## src/rtl/bomb_pkg.sv

```systemverilog
// Shared types and geometry constants for the bomb scheduler.
package bomb_pkg;

   typedef enum logic [1:0] {
      S_FREE,
      S_ARMED,
      S_EXPLODE,
      S_FLAMES
   } slot_state_t;

   localparam int          BLOCK_SHIFT     = 5;
   localparam logic [10:0] BOMB_CENTER_OFS = 11'd16;
   localparam logic [10:0] BLOCK_SIZE      = 11'd32;

   // Snap the player's centre point to its enclosing block.
   function automatic logic [10:0] block_align(input logic [10:0] v);
      logic [10:0] s;
      s = v + BOMB_CENTER_OFS;
      return {s[10:BLOCK_SHIFT], {BLOCK_SHIFT{1'b0}}};
   endfunction

endpackage

```

## src/rtl/bomb_slot.sv

```systemverilog
// One bomb slot: lifecycle FSM, fuse/flame countdowns and latched position.
import bomb_pkg::*;

module bomb_slot #(
   parameter int FUSE_SECS  = 3,
   parameter int FLAME_SECS = 1
) (
   input  logic        clk,
   input  logic        resetN,
   input  logic        alloc,
   input  logic [10:0] pos_x_in,
   input  logic [10:0] pos_y_in,
   input  logic        tick,
   input  logic        grant,
   input  logic        chain_hit,
   output slot_state_t state,
   output logic [10:0] pos_x,
   output logic [10:0] pos_y
);

   slot_state_t state_nx;
   logic [3:0]  fuse, fuse_nx;
   logic [3:0]  flame, flame_nx;

   always_ff @(posedge clk or negedge resetN) begin
      if (!resetN) begin
         state <= S_FREE;
         fuse  <= '0;
         flame <= '0;
         pos_x <= '0;
         pos_y <= '0;
      end else begin
         state <= state_nx;
         fuse  <= fuse_nx;
         flame <= flame_nx;
         if (alloc && state == S_FREE) begin
            pos_x <= pos_x_in;
            pos_y <= pos_y_in;
         end
      end
   end

   always_comb begin
      state_nx = state;
      fuse_nx  = fuse;
      flame_nx = flame;
      unique case (state)
         S_FREE:
            if (alloc) begin
               state_nx = S_ARMED;
               fuse_nx  = 4'(FUSE_SECS);
            end
         S_ARMED:
            if (chain_hit) begin
               state_nx = S_EXPLODE;
            end else if (tick) begin
               if (fuse == 4'd1) state_nx = S_EXPLODE;
               else              fuse_nx  = fuse - 4'd1;
            end
         S_EXPLODE:
            if (grant) begin
               state_nx = S_FLAMES;
               flame_nx = 4'(FLAME_SECS);
            end
         S_FLAMES:
            if (tick) begin
               if (flame == 4'd1) state_nx = S_FREE;
               else               flame_nx = flame - 4'd1;
            end
         default: state_nx = S_FREE;
      endcase
   end

endmodule

```

## src/rtl/bomb_scheduler.sv

```systemverilog
// Multi-slot bomb allocator with round-robin wall-destruct arbiter.
// Define BOMB_CHAIN_EN to let an explosion detonate nearby armed bombs.
import bomb_pkg::*;

module bomb_scheduler #(
   parameter int NUM_BOMBS  = 4,
   parameter int FUSE_SECS  = 3,
   parameter int FLAME_SECS = 1
) (
   input  logic                         clk,
   input  logic                         resetN,
   input  logic                         enter,
   input  logic [10:0]                  offsetX,
   input  logic [10:0]                  offsetY,
   input  logic                         OneSecPulse,
   output logic [NUM_BOMBS*11-1:0]      bombX,
   output logic [NUM_BOMBS*11-1:0]      bombY,
   output logic [NUM_BOMBS-1:0]         bomb_DrawReq,
   output logic [NUM_BOMBS-1:0]         flames_DrawReq,
   output logic                         enable_wall_destruct,
   output logic [10:0]                  destructX,
   output logic [10:0]                  destructY,
   output logic [$clog2(NUM_BOMBS)-1:0] destruct_slot,
   output logic                         place_reject
);

   localparam int SW = $clog2(NUM_BOMBS);

   logic                 enter_d, req;
   logic [10:0]          tx, ty;
   slot_state_t          st [NUM_BOMBS];
   logic [10:0]          px [NUM_BOMBS];
   logic [10:0]          py [NUM_BOMBS];
   logic [NUM_BOMBS-1:0] alloc, grant, chain, expl;
   logic                 any_free, dup, found;
   logic [SW-1:0]        win, last_grant;

   assign req = enter && !enter_d;
   assign tx  = block_align(offsetX);
   assign ty  = block_align(offsetY);

   for (genvar i = 0; i < NUM_BOMBS; i++) begin : g_slot
      bomb_slot #(
         .FUSE_SECS (FUSE_SECS),
         .FLAME_SECS(FLAME_SECS)
      ) u_slot (
         .clk      (clk),
         .resetN   (resetN),
         .alloc    (alloc[i]),
         .pos_x_in (tx),
         .pos_y_in (ty),
         .tick     (OneSecPulse),
         .grant    (grant[i]),
         .chain_hit(chain[i]),
         .state    (st[i]),
         .pos_x    (px[i]),
         .pos_y    (py[i])
      );
      assign expl[i]            = (st[i] == S_EXPLODE);
      assign bomb_DrawReq[i]    = (st[i] == S_ARMED);
      assign flames_DrawReq[i]  = expl[i] || (st[i] == S_FLAMES);
      assign bombX[i*11 +: 11]  = px[i];
      assign bombY[i*11 +: 11]  = py[i];
   end

   // Lowest free slot wins; any live bomb on the same block vetoes.
   always_comb begin
      alloc    = '0;
      any_free = 1'b0;
      dup      = 1'b0;
      for (int i = 0; i < NUM_BOMBS; i++) begin
         if (st[i] == S_FREE) begin
            if (!any_free) alloc[i] = 1'b1;
            any_free = 1'b1;
         end else if (px[i] == tx && py[i] == ty) begin
            dup = 1'b1;
         end
      end
      if (!req || dup) alloc = '0;
   end

   always_comb begin
      int j;
      j     = 0;
      found = 1'b0;
      win   = last_grant;
      grant = '0;
      for (int i = 1; i <= NUM_BOMBS; i++) begin
         j = int'(last_grant) + i;
         if (j >= NUM_BOMBS) j = j - NUM_BOMBS;
         if (!found && expl[SW'(j)]) begin
            found = 1'b1;
            win   = SW'(j);
         end
      end
      if (found) grant[win] = 1'b1;
   end

`ifdef BOMB_CHAIN_EN
   function automatic logic near(input logic [10:0] a, input logic [10:0] b);
      logic [10:0] d;
      d = (a >= b) ? a - b : b - a;
      return d <= BLOCK_SIZE;
   endfunction

   always_comb begin
      chain = '0;
      if (found) begin
         for (int i = 0; i < NUM_BOMBS; i++) begin
            if (st[i] == S_ARMED &&
                ((py[i] == py[win] && near(px[i], px[win])) ||
                 (px[i] == px[win] && near(py[i], py[win]))))
               chain[i] = 1'b1;
         end
      end
   end
`else
   assign chain = '0;
`endif

   always_ff @(posedge clk or negedge resetN) begin
      if (!resetN) begin
         enter_d              <= 1'b0;
         place_reject         <= 1'b0;
         enable_wall_destruct <= 1'b0;
         destructX            <= '0;
         destructY            <= '0;
         destruct_slot        <= '0;
         last_grant           <= SW'(NUM_BOMBS - 1);
      end else begin
         enter_d              <= enter;
         place_reject         <= req && (!any_free || dup);
         enable_wall_destruct <= found;
         if (found) begin
            destructX     <= px[win];
            destructY     <= py[win];
            destruct_slot <= win;
            last_grant    <= win;
         end
      end
   end

endmodule

```

## config.mk

```make
export PLATFORM = sky130hd
export DESIGN_NAME = bomb_scheduler
export DESIGN_NICKNAME = d
export VERILOG_FILES = /design/src/rtl/bomb_pkg.sv /design/src/rtl/bomb_slot.sv /design/src/rtl/bomb_scheduler.sv
export SDC_FILE = /design/constraint.sdc
export NUM_CORES = 1
export LEC_CHECK = 0
export BUFFER_PORTS_ARGS = -buffer_cell sky130_fd_sc_hd__buf_2
export CAP_MARGIN = 20
export CELL_PAD_IN_SITES_DETAIL_PLACEMENT = 1
export CELL_PAD_IN_SITES_GLOBAL_PLACEMENT = 2
export CORE_ASPECT_RATIO = 0.5
export CORE_UTILIZATION = 28
export CTS_CLUSTER_SIZE = 24
export DETAILED_ROUTE_END_ITERATION = 10
export GPL_TIMING_DRIVEN = 0
export PLACE_DENSITY_LB_ADDON = 0.08
export REMOVE_ABC_BUFFERS = 1
export SETUP_SLACK_MARGIN = 0.02
export SYNTH_ARGS = -nofsm -noshare
export SYNTH_HDL_FRONTEND = slang
export SYNTH_SLANG_ARGS = --single-unit
export TNS_END_PERCENT = 50
```

## constraint.sdc

```tcl
create_clock -name clk -period 2.7 [get_ports clk]
set_input_delay 0.405 -clock clk [delete_from_list [all_inputs] [get_ports clk]]
set_output_delay 0.405 -clock clk [all_outputs]
set_load 0.02 [all_outputs]
```

# --- Yosys cells after proc, flatten, opt, wreduce, memory -nomap -nowiden ---
# Cells that the tools add are included.
word_totals:
  regBits: 117
  elab_cells: 279
  out_inout_bits: 122
  inputBits: 26
classes:
  reduce_logical: 50
  n_bitwise: 1
  magnitude_cmp: 11
  n_eq_ne: 60
  muxes: 112
  add_sub_neg: 18
op_table:
  columns: ["cell", "count"]
  rows:
  - ["$mux W4", 26]
  - ["$mux W2", 32]
  - ["$pmux W4 S2", 8]
  - ["$eq A6 B6 Y1", 8]
  - ["$ne A2 B2 Y1 const B", 24]
  - ["$bmux W11 S2", 2]
  - ["$mux W11", 4]
  - ["$eq A4 B1 Y1 const B", 8]
  - ["$pmux W2 S4", 4]
  - ["$reduce_and A4 Y1", 8]
  - ["$sub A4 B1 Y4 const B", 8]
  - ["$mux W1", 31]
  - ["$reduce_and A6 Y1", 4]
  - ["$add A11 B5 Y11 const B", 2]
  - ["$eq A2 B2 Y1 const B", 8]
  - ["$lt A2 B4 Y1 const B", 4]
  - ["$ne A2 B1 Y1 const B", 8]
  - ["$reduce_bool A2 Y1", 8]
  - ["$logic_and A1 B1 Y1", 14]
  - ["$ge A3 B3 Y1 const B", 4]
  - ["$bmux W1 S2", 4]
  - ["$eq A2 B1 Y1 const B", 4]
  - ["$logic_not A2 Y1", 4]
  - ["$sub A2 B1 Y2 const B", 4]
  - ["10 further kinds", 21]

# --- Logic depth before layout (Yosys ltp) ---
logic_depth:
  depth_word: 23
  ltp_mapped: 14
  mapped_depth_nobuf: 11

# --- Hierarchy ---
# Synthesis repeated with hierarchy kept, for this count alone.
hier_totals:
  hier_cells: 922
  area_unflattened_um2: 9878.2
modules_own_cells:
  columns: ["module", "area_per_inst_um2", "seq_area_each_um2", "n_inst", "cells_per_inst"]
  rows:
  - ["bomb_slot at g_slot[0].u_slot ...", 1562.7, 800.8, 3, 127]
  - ["bomb_scheduler", 3628.5, 728.2, 1, 415]
  - ["bomb_slot at g_slot[3].u_slot", 1561.5, 800.8, 1, 126]

# --- Worst setup path after synthesis ---
# Ideal clock, no wire load.
synth_path:
  path_type: "input to register"
  start: "in offsetY[4]"
  end: "reg g_slot[2].u_slot.pos_x[10]"
  arrival_time_ns: 2.991
  path_slack_ns: -0.419
  required_ns: 2.572
  path_buffers: 3
  path_stages: 12
  setup_time_ns: 0.128
  cell_sequence: "ha_1 -> clkbuf_1 -> xor2_1 -> nor4_1 -> nand4_1 -> or4_1 -> nand4b_4 -> or3_1 -> buf_2 -> or2_1 -> buf_6 -> mux2_1"
synth_between:
  elab_chain_len: 14
  elab_cells_between_ends: 20
  classes_between: "add/sub (1); eq/ne (4); mux (9); reduce/logical (6)"
synth_rtl:
  columns: ["item", "line", "source"]
  rows:
  - ["start, declared", "bomb_scheduler.sv:14", "input logic [10:0] offsetY,"]
  - ["$add A11 B5 Y11 *", "bomb_pkg.sv:18", "s = v + BOMB_CENTER_OFS;"]
  - ["$eq A6 B6 Y1", "bomb_scheduler.sv:75", "end else if (px[i] == tx && py[i] == ty) begin"]
  - ["$logic_and A1 B1 Y1", "bomb_scheduler.sv:75", null]
  - ["$mux W1", "bomb_scheduler.sv:75", null]
  - ["$mux W1", "bomb_scheduler.sv:72", "if (st[i] == S_FREE) begin"]
  - ["$mux W1", "bomb_scheduler.sv:75", null]
  - ["$mux W1", "bomb_scheduler.sv:72", null]
  - ["$mux W1", "bomb_scheduler.sv:75", null]
  - ["$mux W1", "bomb_scheduler.sv:72", null]
  - ["$mux W1", "bomb_scheduler.sv:75", null]
  - ["$mux W1 *", "bomb_scheduler.sv:72", null]
  - ["$logic_or A1 B1 Y1 *", "bomb_scheduler.sv:79", "if (!req || dup) alloc = '0;"]
  - ["$mux W4 *", "bomb_scheduler.sv:79", null]
  - ["$logic_and A1 B1 Y1 *", "bomb_slot.sv:36", "if (alloc && state == S_FREE) begin"]
  - ["end signal, assigned", "bomb_slot.sv:37", "pos_x <= pos_x_in;"]
  - ["end, declared", "bomb_slot.sv:17", "output logic [10:0] pos_x,"]
# Every way passes the cells marked *; elsewhere a longest branch is shown, timed or not.
# A chain may end at the register's enable or synchronous reset.

# --- Worst setup path in the final report ---
layout_path:
  start: "in offsetX[5]"
  end: "reg g_slot[3].u_slot.pos_x[8]"
layout_between:
  elab_chain_len: 14
  elab_cells_between_ends: 20
  classes_between: "add/sub (1); eq/ne (4); mux (9); reduce/logical (6)"
layout_rtl:
  columns: ["item", "line", "source"]
  rows:
  - ["start, declared", "bomb_scheduler.sv:13", "input logic [10:0] offsetX,"]
  - ["$add A11 B5 Y11 *", "bomb_pkg.sv:18", null]
  - ["$eq A6 B6 Y1", "bomb_scheduler.sv:75", null]
  - ["$logic_and A1 B1 Y1", "bomb_scheduler.sv:75", null]
  - ["$mux W1", "bomb_scheduler.sv:75", null]
  - ["$mux W1", "bomb_scheduler.sv:72", null]
  - ["$mux W1", "bomb_scheduler.sv:75", null]
  - ["$mux W1", "bomb_scheduler.sv:72", null]
  - ["$mux W1", "bomb_scheduler.sv:75", null]
  - ["$mux W1", "bomb_scheduler.sv:72", null]
  - ["$mux W1", "bomb_scheduler.sv:75", null]
  - ["$mux W1", "bomb_scheduler.sv:72", null]
  - ["$logic_or A1 B1 Y1", "bomb_scheduler.sv:79", null]
  - ["$mux W4", "bomb_scheduler.sv:79", null]
  - ["$logic_and A1 B1 Y1", "bomb_slot.sv:36", null]
  - ["end signal, assigned", "bomb_slot.sv:37", null]
  - ["end, declared", "bomb_slot.sv:17", null]
# Marked as above.

==> metrics.md <==
| Metric | Value |
|---|---|
| Number of global-route vias before repair | ~5800 |
| Switching share of power | 48.2% |
| Mapped Area | between 0.007 and 0.008 mm² |
| F_max | 356 MHz |
| Least-Margin Pin Slew | just over 0.6 ns |
| Drt drc | 0 |
| Finished Layout Cells | 1216 |
| I/O pin count | between 100 and 150 |
| Max FO, Critical Path | 7 |
| Crit path kind | in -> reg |
| Leakage | between 4 and 5 nW |
| Hold WS | ~0.23 ns |
| Detailed Place HPWL | around 15 mm |
| Period minus WS final | between 2 and 3 ns |
| Register area share after synthesis | a little under two fifths |
| Sequential group share of total power | between 20% and 30% |
| Clock Latency Late Sink | around 0.38 ns |
| Pwr Density | roughly 1300 mW/mm² |
| Clk pin slew, worst setup/hold paths | ~0.070 ns |
| Area delta synth->final | 26.6% |
| Htree depth | 3 |
| # rows | 41 |
| Deepest clock path buffer count | 2 |
| Critical Path AT | a little over 3 ns |
| P_int | between 6 and 7 mW |
| Failing checks | setup timing |
| Utilization after layout | about 36% |
| FFs w/ async S/R, synth | between 90% and 100% |
| Max-cap viol count | 0 |
| Peak supply drop | ~410 µV |
| Starting Density | between 20% and 30% |
| Die Y | approximately 120 µm |
| Port Buffers | between 80 and 90 |
| Number of setup violations in the final report | 32 |
| Synth area leaders | dfrtp_1 36%, ha_1 5.9%, buf_4 5.5% |
| Area leader, netlist | dfrtp_1 |
| Vias | slightly below 6000 |
| Overall Global Routing Usage | between 10% and 20% |
| Final Slew Violations | 0 |
| Crit. End Element | flop |
| Pin count of the biggest net entering global routing | slightly above 80 |
| Syn avg cell area | 9.78 µm² |
| Grt ovf | 0 |
| Synth Register Bits | ~110 |
| Status | finished, violations left |
| Required time of the critical path | slightly below 3 ns |
| Yosys warnings | 0 |
| Layout Nets | between 900 and 1000 |
| Total Wirelength | around 22 mm |
| Slew headroom | 59.4% |
| Mapped Cells | approximately 740 |
| Routed len/inst | around 18 µm |
| Die width | around 230 µm |
| First-pass GRT wire length | between 30 and 40 mm |
| Final worst-path cycle share | 104% |
| Worst hold path class | in -> reg |
| Clk pwr share | between 10% and 20% |
| Final hold violation count | 0 |
| Root Driver | clkbuf_16 |
| Worst setup margin | -0.111 ns |
| CTS tree | yes |
| Yosys top cell area share | a little over a third |
| Skew final | about 0.012 ns |
| ANT nets after route | 0 |
| Drt first-iter violations | approximately 280 |
| Sw power | around 5.6 mW |
| RSZ-0062 raised after global routing | yes |
| Placer Congestion | about 0.74 |
| TritonCTS buffer count | 9 |
| Cells after DPL | about 1100 |
| Top_reg_cell synth | dfrtp_1 |
| Vias per inst | about 4.7 |
| Post-synth EDFFs | 0 |
| CTS Sinks | roughly 110 |
| Post-synth cell types | 80 |
| Total power | 11.6 mW |
| Diode count | 0 |
| Die ar. | between 0.02 and 0.03 mm² |
| Worst setup SP type | primary input |
| Antenna violations before repair | 0 |
| Combinational share of power | between 60% and 70% |
| Area of the core | about 0.025 mm² |
| DRT Pass-1 Iters | 4 |
| Share of layout cells above drive strength 1 | 33.6% |
[cell usage after synthesis, types with 3 or more instances]
cell type,number
o22ai_1,4
xor2_1,17
a221oi_1,4
a21boi_0,3
o21a_1,3
ha_1,34
mux2_1,18
nand4_1,6
mux2_2,28
clkbuf_1,18
mux2_4,7
a22oi_1,4
dfrtp_1,105
a2111oi_0,4
nor4_1,5
a21oi_1,31
a211o_1,3
and3_1,6
a211oi_1,4
buf_1,4
xnor3_1,4
a22o_1,5
nor2_1,33
nand2_1,66
o21ai_0,44
buf_6,3
nand2b_1,5
o21ai_1,3
buf_4,53
xnor2_1,33
or3_1,7
o32a_1,3
inv_1,39
nand3b_1,5
nor3b_1,4
a221o_1,3
nor3_1,14
a21o_1,4
nand3_1,21
buf_2,4
a31oi_1,4
mux2i_1,22
nor2b_1,5
[cells by family (layout without fill, tap and decap cells)]
family / Yosys count / count (layout) / synth area share [%]
compound gates: 144 / 144 / 13.0
xor+xnor: 59 / 59 / 8.65
fa+ha+maj: 34 / 34 / 5.86
buf+inv: 122 / 201 / 9.43
flops: 107 / 107 / 36.9
mux: 75 / 75 / 11.6
other cells: 1 / 50 / 0.0517
simple gates: 200 / 202 / 14.5
[sequential cells by signal, summed over array words and instances (netlist names), 6 cells and up]
register and count:
destructX 6, g_slot.u_slot.state 8, destructY 6, g_slot.u_slot.fuse 16, g_slot.u_slot.pos_y 24, g_slot.u_slot.pos_x 24
g_slot.u_slot.flame 16
[cells in the final DEF, fill, tap and decap left out, types with 6 or more instances in the layout]
master and n:
buf_2 79, mux2_4 22, clkbuf_16 9, xor2_2 7, a21oi_1 26, nand2_1 65, nor2_1 31, xor2_1 10
nand4_1 6, inv_1 34, xnor2_2 6, mux2_2 27, buf_6 8, clkbuf_1 6, or3_1 6, mux2i_1 20
nand3_1 20, ha_1 26, xnor2_1 27, buf_4 48, nor3_1 12, dfrtp_1 101, o21ai_0 43, conb_1 50
[power by group through the flow]
stage	combinational, mW	sequential, mW	clock, mW
2_1_floorplan	3.67	3.56	0
3_3_place_gp	5.70	3.19	0
3_5_place_dp	6.22	3.21	0
4_1_cts	6.90	3.18	1.36
5_1_grt	7.89	3.30	1.42
6_report	7.15	3.18	1.29
[final timing paths]
check / startpoint / endpoint / slack, ns / depth (start not counted)
max: offsetX[5] / g_slot[3].u_slot.pos_x[8] / -0.11 / 13
min: enter / enter_d / 0.23 / 1
max reg2reg: g_slot[0].u_slot.pos_x[7] / g_slot[3].u_slot.pos_x[8] / -0.06 / 9
min reg2reg: destruct_slot[1] / destruct_slot[1] / 0.48 / 2
max in group asynchronous: resetN / last_grant[0] / 1.47 / 3
min in group asynchronous: resetN / g_slot[1].u_slot.pos_x[10] / 0.47 / 2
[timing repair]
item                                    in CTS  in global routing
hold buffers                                 1                  0
cloned                                       3                  0
endpoints found under the setup margin      89                 76
setup buffers                               33                 15
resized for setup                           91                 44
pin swaps                                   30                 19
endpoints found under the hold margin       26                  0
[final cells by class]
cell class,count,area (µm²)
flip-flops and latches,107,2690
fillers,2872,16200
repair buffers,144,1000
inverters,40,159
clock buffers,16,262
repair inverters,1,5.00
well taps,344,430
multi-input cells,564,4640
[per-stage QoR]
| step | instance area [µm²] | setup TNS [ns] | setup slack, ns |
|---|---|---|---|
| 3_3_place_gp | 7780 | -213.93 | -2.92 |
| 2_1_floorplan | 6910 | -33.92 | -0.944 |
| 3_5_place_dp | 7910 | -94.40 | -1.68 |
| 4_1_cts | 8860 | -1.55 | -0.0970 |
| 5_1_grt | 9190 | -5.07 | -0.186 |
| 6_report | 9190 | -1.44 | -0.111 |
[critical path: stages]
cell	delay, ns
buf_8	0.08
ha_4	0.19
nand3_4	0.11
buf_4	0.16
nor2_4	0.18
xor2_1	0.26
a2111oi_4	0.11
nand4_1	0.11
buf_4	0.14
nand4b_4	0.15
or4_4	0.48
or2_4	0.35
mux2_4	0.32
[metal layers]
metal / GRT usage, % / wire length [µm] / vias up
li1: - / - / 2754
met1: 23.9 / 11200 / 2927
met2: 27.5 / 10300 / 85
met3: 4.65 / 666 / 9
met4: 2.96 / 167 / 0
met5: 0 / 0 / -
(Power assumes the default switching activity.)
